File: config.mk
export PLATFORM = sky130hd
export DESIGN_NAME = auto_bcd_counter
export DESIGN_NICKNAME = d
export VERILOG_FILES = /design/src/rtl/auto_bcd_counter.sv
export SDC_FILE = /design/constraint.sdc
export NUM_CORES = 1
export LEC_CHECK = 0
export CORE_MARGIN = 2
export CORE_UTILIZATION = 30
export CTS_BUF_LIST = sky130_fd_sc_hd__clkbuf_8
export DETAILED_ROUTE_END_ITERATION = 16
export PLACE_DENSITY = 0.55
export SLEW_MARGIN = 20
export SYNTH_ARGS = -nofsm -noshare
export SYNTH_HDL_FRONTEND = slang
export SYNTH_SLANG_ARGS = --single-unit
File: constraint.sdc
create_clock -name CLOCK_50 -period 4.6 [get_ports CLOCK_50]
set_input_delay 0.46 -clock CLOCK_50 [delete_from_list [all_inputs] [get_ports CLOCK_50]]
set_output_delay 0.46 -clock CLOCK_50 [all_outputs]
set_load 0.005 [all_outputs]
File: src/rtl/auto_bcd_counter.sv
// Multi-digit BCD up/down counter paced by a free-running prescaler tick,
// with active-low seven-segment decode per digit and tick/wrap outputs for chaining.
module auto_bcd_counter #(
    parameter int CLK_HZ   = 50000000,
    parameter int TICK_HZ  = 1,
    parameter int DIGITS   = 2,
    parameter int MODULO   = 100,
    parameter bit BLANK_LZ = 1'b0
) (
    input  logic                  CLOCK_50,
    input  logic                  KEY0,
    input  logic                  SW_EN,
    input  logic                  SW_DIR,
    input  logic                  SW_CLR,
    output logic [7*DIGITS-1:0]   HEX,
    output logic [4*DIGITS-1:0]   COUNT_BCD,
    output logic                  TICK,
    output logic                  WRAP
);

    localparam int DIV = CLK_HZ / TICK_HZ;
    localparam int PW  = $clog2(DIV);
    localparam int CW  = 4 * DIGITS;

    function automatic logic [CW-1:0] to_bcd(input int unsigned v);
        logic [CW-1:0] r;
        int unsigned   x;
        r = '0;
        x = v;
        for (int k = 0; k < DIGITS; k++) begin
            r[4*k +: 4] = 4'(x % 10);
            x = x / 10;
        end
        return r;
    endfunction

    // Bit order is g..a, so segment a lands on bit 0 of each HEX slice.
    function automatic logic [6:0] seg7(input logic [3:0] d);
        case (d)
            4'd0:    seg7 = 7'b1000000;
            4'd1:    seg7 = 7'b1111001;
            4'd2:    seg7 = 7'b0100100;
            4'd3:    seg7 = 7'b0110000;
            4'd4:    seg7 = 7'b0011001;
            4'd5:    seg7 = 7'b0010010;
            4'd6:    seg7 = 7'b0000010;
            4'd7:    seg7 = 7'b1111000;
            4'd8:    seg7 = 7'b0000000;
            4'd9:    seg7 = 7'b0010000;
            default: seg7 = 7'b1111111;
        endcase
    endfunction

    localparam logic [CW-1:0] MAX_BCD = to_bcd(MODULO - 1);

    logic [PW-1:0]     presc_q, presc_d;
    logic              tick_q, tick_d;
    logic [CW-1:0]     count_q, count_d;
    logic              wrap_q, wrap_d;
    logic [CW-1:0]     inc_val, dec_val;
    logic              any_bad;
    logic [DIGITS-1:0] blank;
    logic              presc_end;

    assign presc_end = (presc_q == PW'(DIV - 1));

    always_comb begin
        presc_d = presc_end ? '0 : presc_q + 1'b1;
        tick_d  = presc_end;
    end

    // Ripple BCD increment/decrement; carry and borrow walk up from digit 0.
    always_comb begin : bcd_step
        logic       c;
        logic       b;
        logic [3:0] d;
        c       = 1'b1;
        b       = 1'b1;
        d       = 4'd0;
        inc_val = '0;
        dec_val = '0;
        any_bad = 1'b0;
        for (int k = 0; k < DIGITS; k++) begin
            d       = count_q[4*k +: 4];
            any_bad = any_bad | (d > 4'd9);
            inc_val[4*k +: 4] = c ? ((d >= 4'd9) ? 4'd0 : d + 4'd1) : d;
            dec_val[4*k +: 4] = b ? ((d == 4'd0) ? 4'd9 : d - 4'd1) : d;
            c = c & (d >= 4'd9);
            b = b & (d == 4'd0);
        end
    end

    // Illegal or out-of-range values recover: up goes to 0 with wrap, down reloads the maximum.
    always_comb begin
        count_d = count_q;
        wrap_d  = 1'b0;
        if (SW_CLR) begin
            count_d = '0;
        end else if (tick_q && SW_EN) begin
            if (!SW_DIR) begin
                if (any_bad || count_q >= MAX_BCD) begin
                    count_d = '0;
                    wrap_d  = 1'b1;
                end else begin
                    count_d = inc_val;
                end
            end else begin
                if (any_bad || count_q > MAX_BCD) begin
                    count_d = MAX_BCD;
                end else if (count_q == '0) begin
                    count_d = MAX_BCD;
                    wrap_d  = 1'b1;
                end else begin
                    count_d = dec_val;
                end
            end
        end
    end

    always_ff @(posedge CLOCK_50 or negedge KEY0) begin
        if (!KEY0) begin
            presc_q <= '0;
            tick_q  <= 1'b0;
            count_q <= '0;
            wrap_q  <= 1'b0;
        end else begin
            presc_q <= presc_d;
            tick_q  <= tick_d;
            count_q <= count_d;
            wrap_q  <= wrap_d;
        end
    end

    // A digit above 0 blanks only while it and every digit above it are zero.
    always_comb begin : lz_blank
        logic z;
        z     = 1'b1;
        blank = '0;
        for (int k = DIGITS - 1; k >= 1; k--) begin
            z        = z & (count_q[4*k +: 4] == 4'd0);
            blank[k] = BLANK_LZ & z;
        end
    end

    genvar gi;
    generate
        for (gi = 0; gi < DIGITS; gi++) begin : g_hex
            assign HEX[7*gi +: 7] = blank[gi] ? 7'b1111111 : seg7(count_q[4*gi +: 4]);
        end
    endgenerate

    assign COUNT_BCD = count_q;
    assign TICK      = tick_q;
    assign WRAP      = wrap_q;

endmodule

Word-level counts from Yosys, hierarchy flattened
Memories as Yosys holds them, arrays and structs flattened.
Cells that the tools add are included.

storage, ports and cells
  memories = 2
  output and inout bits = 24
  register bits after elaboration = 36
  logic and storage cells = 49
  ROM bits = 224
  input port bits = 5

operators by class
  multiplexer cells = 19
  reduce and logical (&&, ||, !) cells = 9
  add/subtract/negate cells = 5
  bitwise operators = 1
  eq/ne operators = 2
  $lt $le $gt $ge = 6

memories
  name              depth  bits a word  rd ports  clocked after memory_dff  write ports  line  source
  (name not given)  16     7            1         0                         0            39    case (d)
  (name not given)  16     7            1         0                         0            39

operators by type and width
  cell                                                   number
  2-to-1 mux 8 bit                                       6
  adder 26 x 1 -> 26 bit, second input constant          1
  == test 26 bit, second input constant                  1
  2-to-1 mux 26 bit                                      1
  2-to-1 mux 4 bit                                       6
  adder 4 x 1 -> 4 bit, second input constant            2
  >= comparator 4 bit, second input constant             2
  >= comparator 8 bit, second input constant             1
  greater-than comparator 4 bit, second input constant   2
  greater-than comparator 8 bit, second input constant   1
  logical NOT 4 bit                                      2
  logical NOT 8 bit                                      1
  subtractor 4 x 1 -> 4 bit, second input constant       2
  2-to-1 mux 1 bit                                       6
  inequality test 5 x 1 -> 1 bit, second input constant  1
  nonzero test 4 bit                                     1
  AND reduction 3 bit                                    1
  logical OR 1 bit                                       2
  nonzero test 2 bit                                     1
  logical AND 1 bit                                      1
  bitwise OR 1 bit                                       1

Logic depth before layout (Yosys ltp)
  depth after elaboration = 8
  gate-level depth with buffers = 8
  gate-level depth less buffers = 7

Worst setup path before layout
No wires, ideal clock.

  path type = register to register
  start = register count_q[5], in the netlist COUNT_BCD[5]
  end = register count_q[5], in the netlist COUNT_BCD[5]
  setup time = 0.128 ns
  buffers on the path = 1
  cell stages (with the launch flop) = 9
  clock period less this slack = 2.285 ns
  arrival time = 2.157 ns
  path slack = 2.315 ns
  data required time = 4.472 ns
  cells stage by stage = dfrtp_1 -> clkbuf_1 -> inv_1 -> ha_1 -> nor2_1 -> o31ai_2 -> a21oi_1 -> o21a_1 -> mux2_1

between the ends
  cells in the longest elaborated chain, start to end = 8
  elaborated cells on any way between the ends = 24
  those cells by class = add/sub (2); order compare (4); eq/ne (1); mux (10); bitwise (1); reduce/logical (6)

RTL lines
  what                                                                   line  source
  start: declaration                                                     58    logic [CW-1:0] count_q, count_d;
  start signal: assignment                                               129   count_q <= count_d;
  subtractor 4 x 1 -> 4 bit / logical NOT 4 bit (equally long branches)  -
  2-to-1 mux 4 bit (2 in series)                                         87    dec_val[4*k +: 4] = b ? ((d == 4'd0) ? 4'd9 : d - 4'd1) : d;
  2-to-1 mux 8 bit                                                       110   end else if (count_q == '0) begin
  2-to-1 mux 8 bit                                                       108   if (any_bad || count_q > MAX_BCD) begin
  2-to-1 mux 8 bit                                                       100   if (!SW_DIR) begin
  2-to-1 mux 8 bit                                                       99    end else if (tick_q && SW_EN) begin
  2-to-1 mux 8 bit                                                       97    if (SW_CLR) begin

Several ways; a longest one is shown, not always the timed one. The select of a mux whose other input is x is not followed.
A chain may end at the register's enable or synchronous reset.

Final worst setup path
  start = register count_q[5], in the netlist COUNT_BCD[5]
  end = output HEX[10]

between the ends
  cells in the longest elaborated chain, start to end = 1

RTL lines
  what                      line  source
  memory read (16 x 7 bit)  -
  end: declaration          15    output logic [7*DIGITS-1:0] HEX,

No other way between the ends.

==> results.txt <==
The run finished with clean final reports. After clock tree synthesis, the clock-pin slew on the worst setup and hold paths is 0.08 ns. The tools report the number of library cell types mapped by synthesis as 50. TritonCTS built the clock tree. Setup repair after global routing left no endpoint under its margin. The die height is 93.5 um, and the combined flip-flop and latch cell area is 901 um^2.

After routing the design area is 2880 um^2. The logs give 4 for the first-pass detailed-route iteration total and 2.07 ns for the worst-case register-to-register setup slack. Global routing used 16.7% of the available met1 tracks. The category of the most critical setup path is reg2out. In the final routed layout, each cell accounts on average for 12.7 um. Of the cells placed in the final design, the portion with a size suffix greater than 1 is 7.07%.

The setup slack after layout came out at 1.85 ns. The global-route usage over all layers was 12.4%; the horizontal die dimension was 93.5 um. For this run, design rule violations remaining after detail routing come to 0. After global routing, the most crowded layer is met2. The detail-routed via count per cell is 4.95. CTS built an H-tree with a depth of 2. The tools report the insertion delay of the later-clocked pin in the worst-skew pair as 0.28 ns.

For the die area, the log shows 8740 um^2. Derived from the worst setup path, the maximum achievable clock frequency is 0.363 GHz. The worst path in the final design needs a cycle of 2.75 ns, including I/O delays and setup. The layout has 765 filler cells. The number of global-route vias before repair was 1948; the period utilization was 59.9%. The tools report the violation count after the first detailed-routing iteration as 55. The signal on the critical path passes through inv_1, ha_1, or2_2, a21oi_1, a31oi_1, clkdlybuf4s50_1. At the end of routability-driven placement, the weighted congestion stood at 0.775. Setup violations remaining at the end of the flow were counted as 0. In this run the cell area measured after placement is 2770 um^2. By instance count, the leading cell after synthesis is dfrtp_1.

The logs give 3740 um for the half-perimeter wire length after detailed placement and 0 for the total number of yosys warnings. The maximum root-to-sink buffer count is 2. For this configuration, the core starts out at a cell density of 31.1%. For the post-placement worst setup slack, the log shows 2.08 ns. The setup TNS is 0 ns, and the power per standard cell area is 384 nW/um^2. The number of clock buffers added by TritonCTS is 5. In the post-synthesis netlist, the biggest area contributors are dfrtp_1, ha_1, nor2_1. The logs give 7730 um^2 for the placeable core region and 0 for the post-cts gate resize count. The I/O pin count came out at 29.

The synthesis-to-layout area growth was 19.9%. Wires add up to 5070 um. During placement, the flow inserted port buffers numbering 28.

The number of clock sinks is 36. In the final design database the tool counted 314 nets. Along the worst path, the maximum fanout reaches 10. Entering global routing, the biggest net connects 37 pins. For this design, the slowest cell found on the critical path is dfrtp_1. dfrtp_1 takes more of the synthesized area than any other cell. For the wire length of the first global-routing pass, the log shows 8910 um. For the peak supply drop, the log shows 213 uV.

The clock tree root driver cell was clkbuf_8. After synthesis the netlist holds a flip-flop and latch count of 36. After synthesis, the most frequently instantiated cells are dfrtp_1, nor2_1, nand2_1. The number of antenna violations at the first check in global routing came out at 0. The type of element launching the critical path is a flop. On the worst path, the slowest cell contributes a delay of 0.54 ns. Summing over every cut layer, the via total after detailed routing is 1974.

In this run, post-CTS hold repair placed 0 buffers. The detail route stage leaves a number of antenna-violating nets equal to 0. The worst setup skew after layout came out at 0.00822 ns.

The logs give 0 for the max-slew violation count and 2400 um^2 for the cell area after synthesis. Class of the most critical hold timing path: in2async. After technology mapping, the gate count stands at 270.

Max-cap violation count: 0. Summing all multi-input logic gate instances after layout gives 1430 um^2. The tools report the sequential fraction of the synthesis area as 37.5%. In this design, the largest share of critical-path delay is due to buffers and inverters. Each instance of the synthesized netlist takes up on average 8.90 um^2.

Synthesis produced a netlist with a net count of 288. The hold violation total from the final report came out at 0. Post-CTS timing repair inserted 0 buffers for setup. The area share of the largest cell type after synthesis is 37.5%. In the synthesized netlist the dominant register cell turns out to be dfrtp_1. The analysis attributes to cell leakage a power of 1.24 nW. The worst-case headroom to the max-slew limit is 48.1%, and the arrival time at the worst endpoint is 2.29 ns. The run gives 4.14 ns as the data required time of the critical path.

After global routing the overflow that remains totals 0. Counting flops with a built-in enable in the synthesized netlist gives 0. The share of async-settable or async-resettable flops after synthesis works out to 100%. The repair_antennas step left the layout with diodes totalling 0. The critical path contains buffers and inverters numbering 2 combined. The run gives 20.6% as the met2 capacity usage during global routing. Global routing consumed, on the met3 layer, 1.85% of the routing resources.

Nature of the critical path endpoint: an output port. For the pin with the worst max-slew slack, the measured transition is 0.778 ns. Row generation in the floorplan step produced 32 rows.
[sequential cells by signal, summed over array words and instances (netlist names)]
signal	cells
WRAP	1
COUNT_BCD	8
presc_q	26
TICK	1
[routing by layer]
layer / vias to the layer above / wire length [um]
met3: 6 / 176
met4: 0 / 57
li1: 1006 / -
met5: - / 0
met1: 926 / 2510
met2: 36 / 2330
[layout by cell type, fill, tap and decap left out, types with 3 or more instances in the layout]
master / Yosys / layout
nand3_1: 9 / 9
ha_1: 13 / 13
a21o_1: 3 / 3
nand2b_1: 5 / 5
nand2_1: 22 / 22
a22o_1: 3 / 3
nor4_1: 3 / 3
nor2_1: 35 / 35
nor3_1: 9 / 9
o21ai_0: 11 / 11
clkdlybuf4s50_1: 0 / 27
inv_1: 10 / 10
clkbuf_8: 0 / 5
xor2_1: 13 / 13
a21oi_1: 16 / 16
xnor2_1: 14 / 14
dfrtp_1: 36 / 36
and3_1: 6 / 6
nand4_1: 5 / 5
a31oi_1: 7 / 7
[cells by family after synthesis]
| group | after synthesis | synth area share (%) |
|---|---|---|
| fa+ha+maj | 13 | 6.77 |
| buf+inv | 20 | 3.18 |
| xor+xnor | 27 | 9.84 |
| simple gates | 113 | 25.6 |
| compound gates | 59 | 16.3 |
| flops | 36 | 37.5 |
| mux | 2 | 0.885 |
[final cells by class]
class,count,area share [%]
clock buffers,5,2.39
clock inverters,3,1.48
inverters,11,1.43
multi-input cells,214,49.5
flip-flops and latches,36,31.3
well taps,102,4.43
repair buffers,28,9.55
[power by group]
group          switching, mW  leakage (nW)  internal, mW
logic                  0.205         0.697         0.243
registers             0.0550         0.484         0.331
clock network          0.111        0.0541         0.160
total                  0.371          1.24         0.734
[worst paths after layout]
kind                                end         start  depth (start not counted)
max                             HEX[10]  COUNT_BCD[5]                          6
min                         presc_q[14]          KEY0                          1
max reg2reg                COUNT_BCD[5]  COUNT_BCD[5]                          7
min reg2reg                  presc_q[0]    presc_q[0]                          1
max in group asynchronous  COUNT_BCD[4]          KEY0                          1
min in group CLOCK_50        presc_q[0]    presc_q[0]                          1
[per-stage QoR]
step,std cells,power (mW),hold WS [ns],util (%)
after floorplan,270,0.633,0.164,-
after global placement,391,0.844,0.470,35.9
after detailed placement,391,0.842,0.476,35.9
after CTS,399,1.12,0.290,37.3
after global routing,399,1.20,0.331,37.3
final,399,1.11,0.252,37.3
(Power assumes the default switching activity.)
